File: src/rtl/multiplicador_algoritmico.sv
// Sequential signed multiply-accumulate: Num = Coc*Den + Res.
// Shift-add on operand magnitudes, one multiplier bit per clock, followed by
// a single sign-correction / accumulate step. Start/Done level handshake.
module multiplicador_algoritmico #(
   parameter int tamanyo = 32
) (
   input  logic               CLK,
   input  logic               RSTa,
   input  logic               Start,
   input  logic [tamanyo-1:0] Coc,
   input  logic [tamanyo-1:0] Den,
   input  logic [tamanyo-1:0] Res,
   output logic [tamanyo-1:0] Num,
   output logic               Ovf,
   output logic               Done
);

   localparam int W  = tamanyo;
   localparam int AW = 2 * W;
   localparam int PW = 2 * W + 1;
   localparam int CW = $clog2(W);

   typedef enum logic [1:0] {IDLE, OP, AJUSTE, FIN} state_t;

   state_t          state_reg;
   logic [AW-1:0]   mcand_reg;    // multiplicand magnitude, shifted left once per OP edge
   logic [W-1:0]    mplier_reg;   // multiplier magnitude, shifted right once per OP edge
   logic [W-1:0]    res_reg;
   logic            sign_reg;
   logic [AW-1:0]   acc_reg;
   logic [CW-1:0]   cnt_reg;
   logic [W-1:0]    num_reg;
   logic            ovf_reg;
   logic            done_reg;

   logic [W-1:0]    coc_mag;
   logic [W-1:0]    den_mag;
   logic [AW-1:0]   acc_next;
   logic [PW-1:0]   prod_ext;
   logic [PW-1:0]   sum_ext;
   logic [W+1:0]    sum_top;
   logic            ovf_next;

   // Magnitudes, partial-product accumulation and final signed sum with range check
   always_comb begin
      coc_mag  = Coc[W-1] ? (~Coc + W'(1)) : Coc;
      den_mag  = Den[W-1] ? (~Den + W'(1)) : Den;
      acc_next = acc_reg + (mplier_reg[0] ? mcand_reg : '0);
      prod_ext = sign_reg ? (~{1'b0, acc_reg} + PW'(1)) : {1'b0, acc_reg};
      sum_ext  = prod_ext + {{(W+1){res_reg[W-1]}}, res_reg};
      // Representable only if every bit from the result MSB upward is a copy of the sign
      sum_top  = sum_ext[PW-1:W-1];
      ovf_next = !((&sum_top) || !(|sum_top));
   end

   // Control FSM and datapath registers
   always_ff @(posedge CLK or negedge RSTa) begin
      if (!RSTa) begin
         state_reg  <= IDLE;
         mcand_reg  <= '0;
         mplier_reg <= '0;
         res_reg    <= '0;
         sign_reg   <= 1'b0;
         acc_reg    <= '0;
         cnt_reg    <= '0;
         num_reg    <= '0;
         ovf_reg    <= 1'b0;
         done_reg   <= 1'b0;
      end else begin
         case (state_reg)
            IDLE: begin
               if (Start) begin
                  mcand_reg  <= {{W{1'b0}}, coc_mag};
                  mplier_reg <= den_mag;
                  res_reg    <= Res;
                  sign_reg   <= Coc[W-1] ^ Den[W-1];
                  acc_reg    <= '0;
                  cnt_reg    <= CW'(W - 1);
                  state_reg  <= OP;
               end
            end
            OP: begin
               acc_reg    <= acc_next;
               mcand_reg  <= mcand_reg << 1;
               mplier_reg <= mplier_reg >> 1;
               if (cnt_reg == '0) begin
                  state_reg <= AJUSTE;
               end else begin
                  cnt_reg <= cnt_reg - CW'(1);
               end
            end
            AJUSTE: begin
               num_reg   <= sum_ext[W-1:0];
               ovf_reg   <= ovf_next;
               done_reg  <= 1'b1;
               state_reg <= FIN;
            end
            FIN: begin
               // Result is held until the requester withdraws Start
               if (!Start) begin
                  done_reg  <= 1'b0;
                  state_reg <= IDLE;
               end
            end
            default: begin
               done_reg  <= 1'b0;
               state_reg <= IDLE;
            end
         endcase
      end
   end

   assign Num  = num_reg;
   assign Ovf  = ovf_reg;
   assign Done = done_reg;

endmodule

File: config.mk
export PLATFORM = sky130hd
export DESIGN_NAME = multiplicador_algoritmico
export DESIGN_NICKNAME = d
export VERILOG_FILES = /design/src/rtl/multiplicador_algoritmico.sv
export SDC_FILE = /design/constraint.sdc
export NUM_CORES = 1
export LEC_CHECK = 0
export CAP_MARGIN = 20
export CORE_MARGIN = 2
export CORE_UTILIZATION = 60
export CTS_BUF_LIST = sky130_fd_sc_hd__clkbuf_4 sky130_fd_sc_hd__clkbuf_8
export DETAILED_ROUTE_END_ITERATION = 10
export GPL_TIMING_DRIVEN = 0
export PLACE_DENSITY_LB_ADDON = 0.08
export REMOVE_ABC_BUFFERS = 1
export SLEW_MARGIN = 20
export SYNTH_ARGS = -nofsm -noshare
export SYNTH_HDL_FRONTEND = slang
export SYNTH_SLANG_ARGS = --single-unit
export TNS_END_PERCENT = 30
File: constraint.sdc
create_clock -name CLK -period 9.3 [get_ports CLK]
set_input_delay 1.86 -clock CLK [delete_from_list [all_inputs] [get_ports CLK]]
set_output_delay 1.86 -clock CLK [all_outputs]
set_load 0.05 [all_outputs]
# After elaboration in Yosys (flattened, before gate mapping)
# Index checks and enable logic that the tools add are counted.
# Widths: inputs -> output; s select.
word_totals:
  ff_bits: 234
  latchBits: 0
  ramBits: 0
  romBits: 0
  input_bits: 99
  output_inout_bits: 34
  word_cells: 60
  mem_count: 0
classes:
  n_addsub: 6
  n_mul: 0
  div_mod_pow: 0
  order_cmp: 0
  eq_ne: 7
  n_shift: 0
  n_mux: 19
  bitwise_logic: 4
  n_reduce_logical: 14
ops:
  columns: ["operator", "n"]
  rows:
  - ["$pmux 64 s2", 2]
  - ["$mux 64", 3]
  - ["$mux 32", 3]
  - ["$add 65x1->65 const B", 1]
  - ["$add 65x65->65", 1]
  - ["$mux 65", 1]
  - ["$not 64->65", 1]
  - ["$add 32x1->32 const B", 2]
  - ["$add 64x64->64", 1]
  - ["$not 32->32", 2]
  - ["$pmux 32 s2", 1]
  - ["$reduce_and 34->1", 1]
  - ["$reduce_or 34->1", 1]
  - ["$mux 5", 2]
  - ["$pmux 5 s2", 1]
  - ["$ne 2x2->1 const B", 4]
  - ["$pmux 2 s4", 1]
  - ["$mux 2", 3]
  - ["$reduce_and 2->1", 3]
  - ["$reduce_and 3->1", 2]
  - ["$logic_not 5->1", 1]
  - ["$sub 5x1->5 const B", 1]
  - ["$eq 2x2->1 const B", 2]
  - ["$reduce_bool 2->1", 2]
  - ["other kinds (7)", 8]

# Longest topological paths before layout
# Gate-level depths: netlist of the first run.
depth:
  word_depth: 8
  mapped_depth: 26

# Least setup slack after synthesis of the first run
# Ideal clock, no wire load.
synth_path:
  path_type: "flip-flop to flip-flop"
  startpoint: "register acc_reg[11]"
  endpoint: "register ovf_reg, in the netlist Ovf"
  t_arrival_ps: 6266
  t_required_ps: 9171
  slack_ps: 2905
  stages_incl_launch_ff: 25
  n_path_buf: 1
  cell_sequence: "dfrtp_1 or4_4 or4_4 or4_4 or2_1 buf_6 or3_4 or3_4 nand2b_4 or2_4 o41ai_1 xnor2_1 ha_1 a21o_1 a21oi_1 nor2_1 nor2_1 mux2_2 a31o_2 nor3_1 or4b_2 nor4_1 and4_1 a211o_1 nand2_1"
synth_via:
  elab_chain_cells: 8
synth_rtl:
  columns: ["item", "line_no", "source"]
  rows:
  - ["from (decl)", "30", "logic [AW-1:0] acc_reg;"]
  - ["from (signal assigned)", "83", "acc_reg <= acc_next;"]
  - ["$not 64->65", "49", "prod_ext = sign_reg ? (~{1'b0, acc_reg} + PW'(1)) : {1'b0, acc_reg};"]
  - ["$add 65x1->65", "49", null]
  - ["$mux 65 (*)", "49", null]
  - ["$add 65x65->65 (*)", "50", "sum_ext = prod_ext + {{(W+1){res_reg[W-1]}}, res_reg};"]
  - ["$reduce_or 34->1", "53", "ovf_next = !((&sum_top) || !(|sum_top));"]
  - ["$logic_not 1->1", "53", null]
  - ["$logic_or 1x1->1 (*)", "53", null]
  - ["$logic_not 1->1 (*)", "53", null]
  - ["to (signal assigned)", "94", "ovf_reg <= ovf_next;"]
  - ["to (decl)", "33", "logic ovf_reg;"]
# Mark *: on every way between the ends. The rest lies on a longest branch, timed or not.
# A chain may end at the register's enable or synchronous reset.

# Worst setup path in the final report of the first run
layout_path:
  startpoint: "register acc_reg[3]"
  endpoint: "register ovf_reg, in the netlist Ovf"
# The elaborated chain is that of the path after synthesis.

==> results.tsv, run 1 <==
stage	metric	value	unit
logic_synthesis	share of the synthesized area in the top cell type	29.0	%
grt	largest net degree at the start of global routing	100	
sta	fmax	0.131	GHz
worst_setup_path	type of the worst setup path	reg -> reg	
floorplanning	Std-Cell Rows	67	
status	status	finished, final reports clean	
logic_synthesis	cell count after synthesis	2404	
clock_network	Clock transition at path regs	0.07	ns
clock_network	CTS tree	yes	
detailed_routing	Final ANT Viol Nets	0	
worst_setup_path	r2r startpoint	acc_reg[3]	
logic_synthesis	Synth top cells by count	234 x a21oi_1, 234 x dfrtp_1, 225 x nand2_1	
sta	Final Hold Vio Count	0	
floorplanning	die height	187	µm
logic_synthesis	Area contributors post-synth	dfrtp_1 29%, ha_1 8.6%, xnor2_1 5.9%, a21oi_1 5.8%, o21ai_0 4.7%	
floorplanning	initial core utilization	60.6	%
finish	Layout Utilization	68.7	%
worst_setup_path	CP Capture Type	flop	
floorplanning	die width	187	µm
grt	gr ovfl total	0	
clock_network	hold buffers post-CTS	0	
finish	Synth-to-Final Area Change	13.4	%
sta	unrepaired setup endpoints after global routing	false	
detailed_routing	via count	18400	
worst_setup_path	type of element launching the critical path	flop	
grt	first-pass GRT wire length	86.7	mm
detailed_routing	WL/cell	17.6	µm
place	port buffer count	132	
worst_hold_path	hold path start	mplier_reg[25]	
flow_run	Max-cap violations	0	
detailed_routing	DRC viols	0	
sta	hold slack	0.480	ns
clock_network	setup bufs post-CTS	0	
logic_synthesis	YS warnings	0	
finish	Final Non-Filler Cells	2950	
logic_synthesis	ys flop type	dfrtp_1	
finish	Layout Nets	2711	
sta	Worst Tran Pin Value	1.05	ns
grt	GR Util met1	44.1	%
grt	GRT met2 Usage	44.4	%
place	GPL Wtd Cong	0.931	
clock_network	CTS Sinks	234	
worst_setup_path	crit path DAT	8.11	ns
clock_network	cts bufs inserted	42	
clock_network	H-Tree Depth	2	
logic_synthesis	#FFs+latches synth	234	
logic_synthesis	Yosys top cell by area	dfrtp_1	
floorplanning	# IOs	133	
place	Placed Cells incl. Taps	2876	
sta	fin crit share	82.1	%
sta	fin. max-slew vios	0	
grt	initial antenna violation count	0	
floorplanning	Core Region	0.0333	mm²
sta	max_slew headroom	29.1	%
detailed_routing	Iter 0 DRT Violations	1330	
grt	overall routing resource usage	29.6	%
clock_network	Clk Latency, worst-skew pair	0.61	ns
logic_synthesis	syn avg cell area	8.39	µm²
logic_synthesis	Cell variety after synth	75	
logic_synthesis	ys async rst share	100	%
detailed_routing	via/cell ratio	6.24	
worst_setup_path	CP Data Required Time	9.77	ns
worst_setup_path	Worst Path Max Fanout	14	
clock_network	CTS max path bufs	3	
worst_setup_path	critical path startpoint	acc_reg[3]	
logic_synthesis	Mapped Area	0.0202	mm²
place	HPWL Detailed	39.5	mm
clock_network	Resize count post-CTS	0	
grt	vias in the first global route	17100	
clock_network	Root Driver	clkbuf_8	
sta	clock skew	0.0338	ns
sta	Period minus WS final	7.64	ns
detailed_routing	DR pass1 iterations	6	
grt	M3 GR Usage	4.92	%
logic_synthesis	sequential fraction of the synthesis area	29.0	%
finish	share of cells above drive strength 1	7.59	%
floorplanning	die area	0.0351	mm²
detailed_routing	drt total wl	52.0	mm
logic_synthesis	Post-synth EDFFs	0	
grt	gr busiest metal	met2	
finish	ANT cells	0	
worst_hold_path	worst hold path class	reg -> reg	
sta	# setup viols final	0	
cell families after synthesis:
logic type               after synthesis  synth area share [%]
AO/OA/AOI/OAI                        835                  27.1
AND/OR/NAND/NOR                      738                  18.5
flip-flops                           234                  29.0
XOR/XNOR                             225                  9.77
buffers and inverters                165                  3.11
adder cells (fa/ha/maj)              140                  8.76
multiplexers                          67                  3.72
metal layers:
layer,part of all wire (%),vias to the layer above
met4,2.0,0
met5,0,-
met3,6.4,62
met2,43,592
li1,-,9098
met1,49,8670
cell usage in the layout, fill, tap and decap left out, types with 13 or more instances in the layout:
| cell type | n |
|---|---|
| a211oi_1 | 14 |
| a21o_1 | 85 |
| a21oi_1 | 234 |
| a22o_1 | 90 |
| a31oi_1 | 20 |
| and2_1 | 71 |
| and3_1 | 26 |
| clkbuf_8 | 54 |
| clkdlybuf4s50_1 | 131 |
| dfrtp_1 | 231 |
| ha_1 | 136 |
| inv_1 | 43 |
| mux2_2 | 63 |
| nand2_1 | 224 |
| nand2b_1 | 18 |
| nand3_1 | 43 |
| nand4_1 | 32 |
| nor2_1 | 151 |
| nor2b_1 | 15 |
| nor3_1 | 34 |
| nor4_1 | 20 |
| o211ai_1 | 15 |
| o21a_1 | 13 |
| o21ai_0 | 188 |
| o21bai_1 | 19 |
| o31ai_1 | 47 |
| o41ai_1 | 22 |
| or3_1 | 27 |
| or4_1 | 19 |
| xnor2_1 | 135 |
| xor2_1 | 90 |
critical path, cell delays in order (launching register included):
cell and delay, ns:
dfrtp_1 0.47, nor4_1 0.68, nand3_1 0.39, or4_4 0.58
or2_1 0.30, or3_4 0.40, or3_4 0.39, nand2b_4 0.15
or2_4 0.24, o21ai_0 0.19, xnor2_1 0.10, ha_1 0.60
nand2_1 0.13, nor4_1 0.33, nand3_1 0.12, a21oi_1 0.48
nor4_1 0.12, nor3_1 0.40, or4b_2 0.63, nor4_1 0.35
and4_1 0.26, a211o_1 0.12, nand2_1 0.05
worst paths after layout:
| path | depth (start not counted) | slack [ns] | end |
|---|---|---|---|
| max | 22 | 1.66 | Ovf |
| min | 2 | 0.48 | mplier_reg[25] |
| max reg2reg | 22 | 1.66 | Ovf |
| min reg2reg | 2 | 0.48 | mplier_reg[25] |
| max in group asynchronous | 3 | 6.85 | mplier_reg[0] |
| min in group asynchronous | 1 | 1.13 | Num[12] |
metrics by stage:
stage	cell area, µm²	setup TNS (ns)	worst slack, ns
CTS	22900	0	1.80
detailed placement	22000	0	1.82
floorplan	19700	-69.07	-0.593
global placement	21600	-1475.93	-4.75
global route	22900	0	1.29
finish	22900	0	1.66
layout make-up:
class / instances / area [µm²]
multi-input cells: 2005 / 13700
fillers: 2787 / 10400
flip-flops and latches: 234 / 5860
repair buffers: 146 / 1690
clock buffers: 60 / 788
well taps: 448 / 561
inverters: 43 / 161
clock inverters: 14 / 77.6
Power of run 1 is left out: the tool's default activity adds up to more than one toggle a clock period on the data nets, which glitch-free logic cannot reach.
==> run 2: changes to the inputs <==
Settings changed: CORE_UTILIZATION 60 to 56.
Clock period 9.3 ns to 6.5 ns, I/O delays scaled along.
==> results.tsv, run 2 (synthesized netlist as in run 1, its figures left out) <==
stage	metric	value	unit	change
clock_network	CTS Sinks	234		unchanged
sta	fin. max-slew vios	0		unchanged
grt	vias in the first global route	17400		+1.3%
worst_setup_path	Worst Path Max Fanout	7		-7
finish	fillers	3038		+9.0%
clock_network	Root Driver	clkbuf_8		
worst_setup_path	Worst R2R Path Depth	25		+14%
finish	share of cells above drive strength 1	10.2	%	+2.6 points
floorplanning	# IOs	133		unchanged
clock_network	cts bufs inserted	44		+4.8%
worst_hold_path	worst hold path class	reg -> reg		
clock_network	H-Tree Depth	2		unchanged
worst_setup_path	Buf/Inv on CP	2		+2
grt	first-pass GRT wire length	87.8	mm	+1.3%
detailed_routing	Iter 0 DRT Violations	1058		-20%
sta	Period minus WS final	6.49	ns	-1.15 ns
place	HPWL Detailed	40.2	mm	+1.6%
finish	Layout Nets	2728		+0.63%
sta	fin crit share	99.8	%	+18 points
clock_network	hold buffers post-CTS	0		unchanged
worst_setup_path	type of the worst setup path	reg -> reg		
worst_setup_path	number of cells on the critical path	25		+14%
sta	clock skew	0.0246	ns	-0.00922 ns
floorplanning	die height	194	µm	+3.4%
detailed_routing	drt total wl	53.0	mm	+1.8%
detailed_routing	DRC viols	0		unchanged
clock_network	CTS max path bufs	3		unchanged
detailed_routing	DR pass1 iterations	6		unchanged
detailed_routing	via count	18400		-0.12%
finish	commonest non-fill, non-tap cell in the layout	dfrtp_1		
worst_hold_path	Hold Path Cell Cnt	2		unchanged
floorplanning	initial core utilization	56.9	%	-3.8 points
floorplanning	die area	0.0376	mm²	+7.0%
sta	unrepaired setup endpoints after global routing	true		
worst_setup_path	crit path DAT	6.99	ns	-1.12 ns
worst_setup_path	type of element launching the critical path	flop		
finish	Layout Utilization	66.2	%	-2.5 points
grt	largest net degree at the start of global routing	98		-2.0%
grt	initial antenna violation count	0		unchanged
worst_setup_path	crit-path max cell delay	0.55	ns	-0.13 ns
detailed_routing	WL/cell	17.7	µm	+0.68%
clock_network	Clock transition at path regs	0.06	ns	about the same
sta	Final Hold Vio Count	0		unchanged
clock_network	Clk Latency, worst-skew pair	0.62	ns	about the same
sta	fmax	0.154	GHz	+18%
clock_network	CTS tree	yes		
floorplanning	Std-Cell Rows	69		+3.0%
sta	max_slew headroom	29.0	%	-0.12 points
detailed_routing	Final ANT Viol Nets	0		unchanged
worst_setup_path	Crit-path slowest cell	or4_4		
worst_setup_path	kind of cell adding the most delay to the critical path	simple AND/OR/NAND/NOR gates		
place	port buffer count	132		unchanged
worst_setup_path	CP Capture Type	flop		
finish	ANT cells	0		unchanged
worst_setup_path	most repeated library cell on the critical path	or4_4		
grt	overall routing resource usage	27.9	%	-1.7 points
floorplanning	die width	194	µm	+3.4%
floorplanning	Core Region	0.0355	mm²	+6.6%
grt	gr ovfl total	0		unchanged
flow_run	Max-cap violations	0		unchanged
detailed_routing	via/cell ratio	6.17		-1.3%
worst_setup_path	CP Data Required Time	7.00	ns	-2.77 ns
status	status	finished, final reports clean		
finish	Synth-to-Final Area Change	16.4	%	
sta	Worst Tran Pin Value	1.05	ns	-0.00182 ns
finish	most frequent cells in the layout	230 x dfrtp_1, 228 x a21oi_1, 224 x nand2_1, 182 x o21ai_0, 149 x nor2_1		
place	GPL Wtd Cong	0.929		-0.19%
sta	# setup viols final	0		unchanged
## run 2: worst paths after layout
check / endpoint / startpoint / slack, ns
worst max-delay path: Ovf / acc_reg[11] / 0.01
worst max register to register: Ovf / acc_reg[11] / 0.01
max in group asynchronous: mplier_reg[0] / RSTa / 4.66
worst min-delay path: mplier_reg[24] / mplier_reg[24] / 0.48
worst min register to register: mplier_reg[24] / mplier_reg[24] / 0.48
min in group asynchronous: res_reg[12] / RSTa / 0.57
## run 2: metal layers
metal	track usage [%]	routed length [µm]	vias to the layer above
met4	8.45	1220	0
met5	0	0	-
li1	-	-	9108
met1	41.5	26200	8678
met2	42.2	22700	527
met3	3.55	2850	86
## run 2: timing repair
action                                 in CTS  in global routing
setup buffers                              14                  0
pin swaps                                  11                  3
gates resized for setup                    52                 15
endpoints found under the hold margin       0                  0
setup endpoints to repair                   1                  1
## run 2: area by class of cell
type / instances / area [µm²] / area share, %
multi-input combinational: 2005 / 14100 / 59.9
sequential: 234 / 5860 / 25.0
timing repair buffer: 161 / 1810 / 7.70
clock buffer: 69 / 850 / 3.62
tap: 461 / 577 / 2.46
clock inverter: 11 / 169 / 0.719
inverter: 43 / 161 / 0.687
## run 2: worst reg2reg max path: stages (launching register included)
cell and delay (ns):
dfrtp_1 0.38, or4_4 0.55, or4_4 0.45, or4_4 0.44, or2_4 0.28, or3_4 0.38
or3_4 0.40, nand2b_4 0.15, or2_4 0.25, o41ai_2 0.23, xnor2_1 0.18, ha_2 0.32
buf_4 0.14, buf_4 0.15, o21ai_1 0.15, nor2_1 0.07, nor2_2 0.15, o21a_1 0.14
o31a_1 0.31, xor2_1 0.15, nor4b_2 0.28, nand4_1 0.20, nor4_4 0.24, and4_1 0.21
a211o_1 0.12, nand2_1 0.05
## run 2: metrics by stage
step | instances | setup WS, ns | setup TNS, ns | area (µm²) | hold WS [ns]
floorplan | 2282 | -3.39 | -519.70 | 19700 | 0.450
global placement | 2875 | -7.83 | -2550.79 | 21600 | 0.461
detailed placement | 2890 | -0.972 | -0.972 | 22000 | 0.470
CTS | 2984 | 0.0209 | 0 | 23400 | 0.484
global route | 2984 | -0.286 | -0.286 | 23500 | 0.508
finish | 2984 | 0.00990 | 0 | 23500 | 0.480
Power of run 2 is left out for the same reason.
==> run 3: changes to the inputs <==
Settings changed: CORE_UTILIZATION 56 to 40.
==> results.tsv, run 3 (synthesized netlist as in run 1, its figures left out) <==
stage	metric	value	unit	change
place	port buffer count	132		unchanged
grt	first-pass GRT wire length	93.8	mm	+6.8%
place	Placed Cells incl. Taps	3103		+7.4%
floorplanning	die area	0.0522	mm²	+39%
floorplanning	Std-Cell Rows	82		+19%
clock_network	CTS tree	yes		
floorplanning	Core Region	0.0500	mm²	+41%
clock_network	cts bufs inserted	47		+6.8%
grt	initial antenna violation count	0		unchanged
clock_network	CTS max path bufs	3		unchanged
sta	fin. max-slew vios	0		unchanged
finish	Final Cell Area	0.0240	mm²	+2.3%
worst_setup_path	type of element launching the critical path	flop		
worst_setup_path	r2r startpoint	acc_reg[11]		
sta	hold slack	0.480	ns	-0.000505 ns
floorplanning	initial core utilization	40.4	%	-16 points
detailed_routing	Final ANT Viol Nets	0		unchanged
worst_setup_path	crit path DAT	6.97	ns	-0.02 ns
worst_hold_path	worst hold path class	reg -> reg		
finish	Final Non-Filler Cells	3211		+7.6%
detailed_routing	Iter 0 DRT Violations	1320		+25%
sta	max_slew headroom	32.0	%	+3.0 points
detailed_routing	DRC viols	0		unchanged
worst_setup_path	Worst Path Max Fanout	7		unchanged
floorplanning	die height	229	µm	+18%
floorplanning	# IOs	133		unchanged
detailed_routing	via count	18200		-0.84%
worst_setup_path	crit-path max cell delay	0.55	ns	about the same
finish	share of cells above drive strength 1	11.6	%	+1.4 points
finish	most frequent cells in the layout	228 x dfrtp_1, 224 x nand2_1, 223 x a21oi_1, 182 x o21ai_0, 147 x nor2_1		
detailed_routing	drt total wl	57.5	mm	+8.5%
sta	Final Hold Vio Count	0		unchanged
worst_setup_path	CP Capture Type	flop		
clock_network	hold buffers post-CTS	0		unchanged
sta	# setup viols final	0		unchanged
clock_network	H-Tree Depth	2		unchanged
floorplanning	die width	229	µm	+18%
worst_setup_path	Crit-path slowest cell	or4_4		
sta	Worst Tran Pin Value	1.01	ns	-0.0445 ns
finish	commonest non-fill, non-tap cell in the layout	dfrtp_1		
clock_network	Clock transition at path regs	0.06	ns	about the same
place	HPWL Detailed	43.9	mm	+9.4%
clock_network	Clk Latency, worst-skew pair	0.62	ns	about the same
detailed_routing	via/cell ratio	5.68		-7.9%
clock_network	Root Driver	clkbuf_8		
grt	overall routing resource usage	21.6	%	-6.3 points
flow_run	Max-cap violations	0		unchanged
status	status	finished, final reports clean		
grt	gr ovfl total	0		unchanged
finish	Synth-to-Final Area Change	19.0	%	
finish	ANT cells	0		unchanged
worst_hold_path	hold path start	mplier_reg[9]		
worst_setup_path	critical path startpoint	acc_reg[11]		
sta	fin crit share	99.7	%	-0.15 points
grt	largest net degree at the start of global routing	91		-7.1%
sta	Period minus WS final	6.48	ns	-0.00984 ns
place	GPL Wtd Cong	0.905		-2.6%
grt	vias in the first global route	17600		+1.5%
worst_setup_path	CP Data Required Time	6.99	ns	about the same
sta	unrepaired setup endpoints after global routing	true		
place	DP Area	0.0224	mm²	+1.5%
finish	Layout Nets	2742		+0.51%
worst_setup_path	type of the worst setup path	reg -> reg		
sta	fmax	0.154	GHz	+0.15%
detailed_routing	DR pass1 iterations	7		+1
sta	clock skew	0.0250	ns	+0.000406 ns
detailed_routing	WL/cell	17.9	µm	+0.86%
clock_network	CTS Sinks	234		unchanged
worst_setup_path	crit-path cells	or4_4 > or4_4 > or4_4 > or2_4 > or3_4 > or3_4 > nand2b_4 > or2_4 > nand2b_4 > o41ai_4 > xnor2_2 > ha_4 > buf_4 > nand2_1 > o31a_1 > xor2_1 > nor4b_1 > nand4_1 > nor4_4 > and4_1 > a211o_1 > nand2_1		
worst_setup_path	most repeated library cell on the critical path	or4_4		
-- run 3: cell types whose count changed in the layout (fill, tap and decap cells not counted), sizes merged --
cell | before | now
buf | 31 | 43
clkbuf | 69 | 77
bufinv | 4 | 2
clkdlybuf4s50 | 130 | 129
clkinvlp | 1 | 0
-- run 3: path summary, 6_finish.rpt --
check                           depth (start not counted)             to  slack, ns
worst max register to register                         22            Ovf       0.02
worst min-delay path                                    2  mplier_reg[9]       0.48
worst min register to register                          2  mplier_reg[9]       0.48
min in group asynchronous                               1   mcand_reg[9]       0.65
worst max-delay path                                   22            Ovf       0.02
max in group asynchronous                               2  mplier_reg[0]       4.90
-- run 3: what timing repair did --
item | CTS | global route
pin swaps | 20 | 16
buffers inserted | 14 | 9
gates resized for setup | 55 | 39
endpoints found under the setup margin | 1 | 1
-- run 3: per-stage QoR --
step | util, % | setup TNS, ns | worst slack, ns
2_1_floorplan | - | -519.70 | -3.39
3_3_place_gp | 43.8 | -2800.47 | -8.75
3_5_place_dp | 44.8 | -0.809 | -0.809
4_1_cts | 47.6 | -0.0387 | -0.0387
5_1_grt | 48.1 | -0.194 | -0.194
6_report | 48.1 | 0 | 0.0197
-- run 3: area by class of cell --
cell class | count | area, µm²
clock buffers | 77 | 941
clock inverters | 8 | 96.3
fillers | 4923 | 25900
inverters | 43 | 161
multi-input cells | 2005 | 14200
flip-flops and latches | 234 | 5860
well taps | 672 | 841
repair buffers | 172 | 1930
-- run 3: routing by layer --
layer	track usage (%)	share of wire, %	up-vias
met5	0	0	-
met4	5.51	2.0	0
met3	3.27	4.5	87
met2	32.5	42	369
met1	32.2	51	8657
li1	-	-	9131
-- run 3: critical path, delay by kind of cell (launching register included) --
family / cells / cell delay, ns
compound gates: 3 / 0.84
xor+xnor: 2 / 0.35
fa+ha+maj: 1 / 0.32
buf+inv: 1 / 0.11
flops: 1 / 0.42
simple gates: 15 / 4.31
Power of run 3 is left out for the same reason.
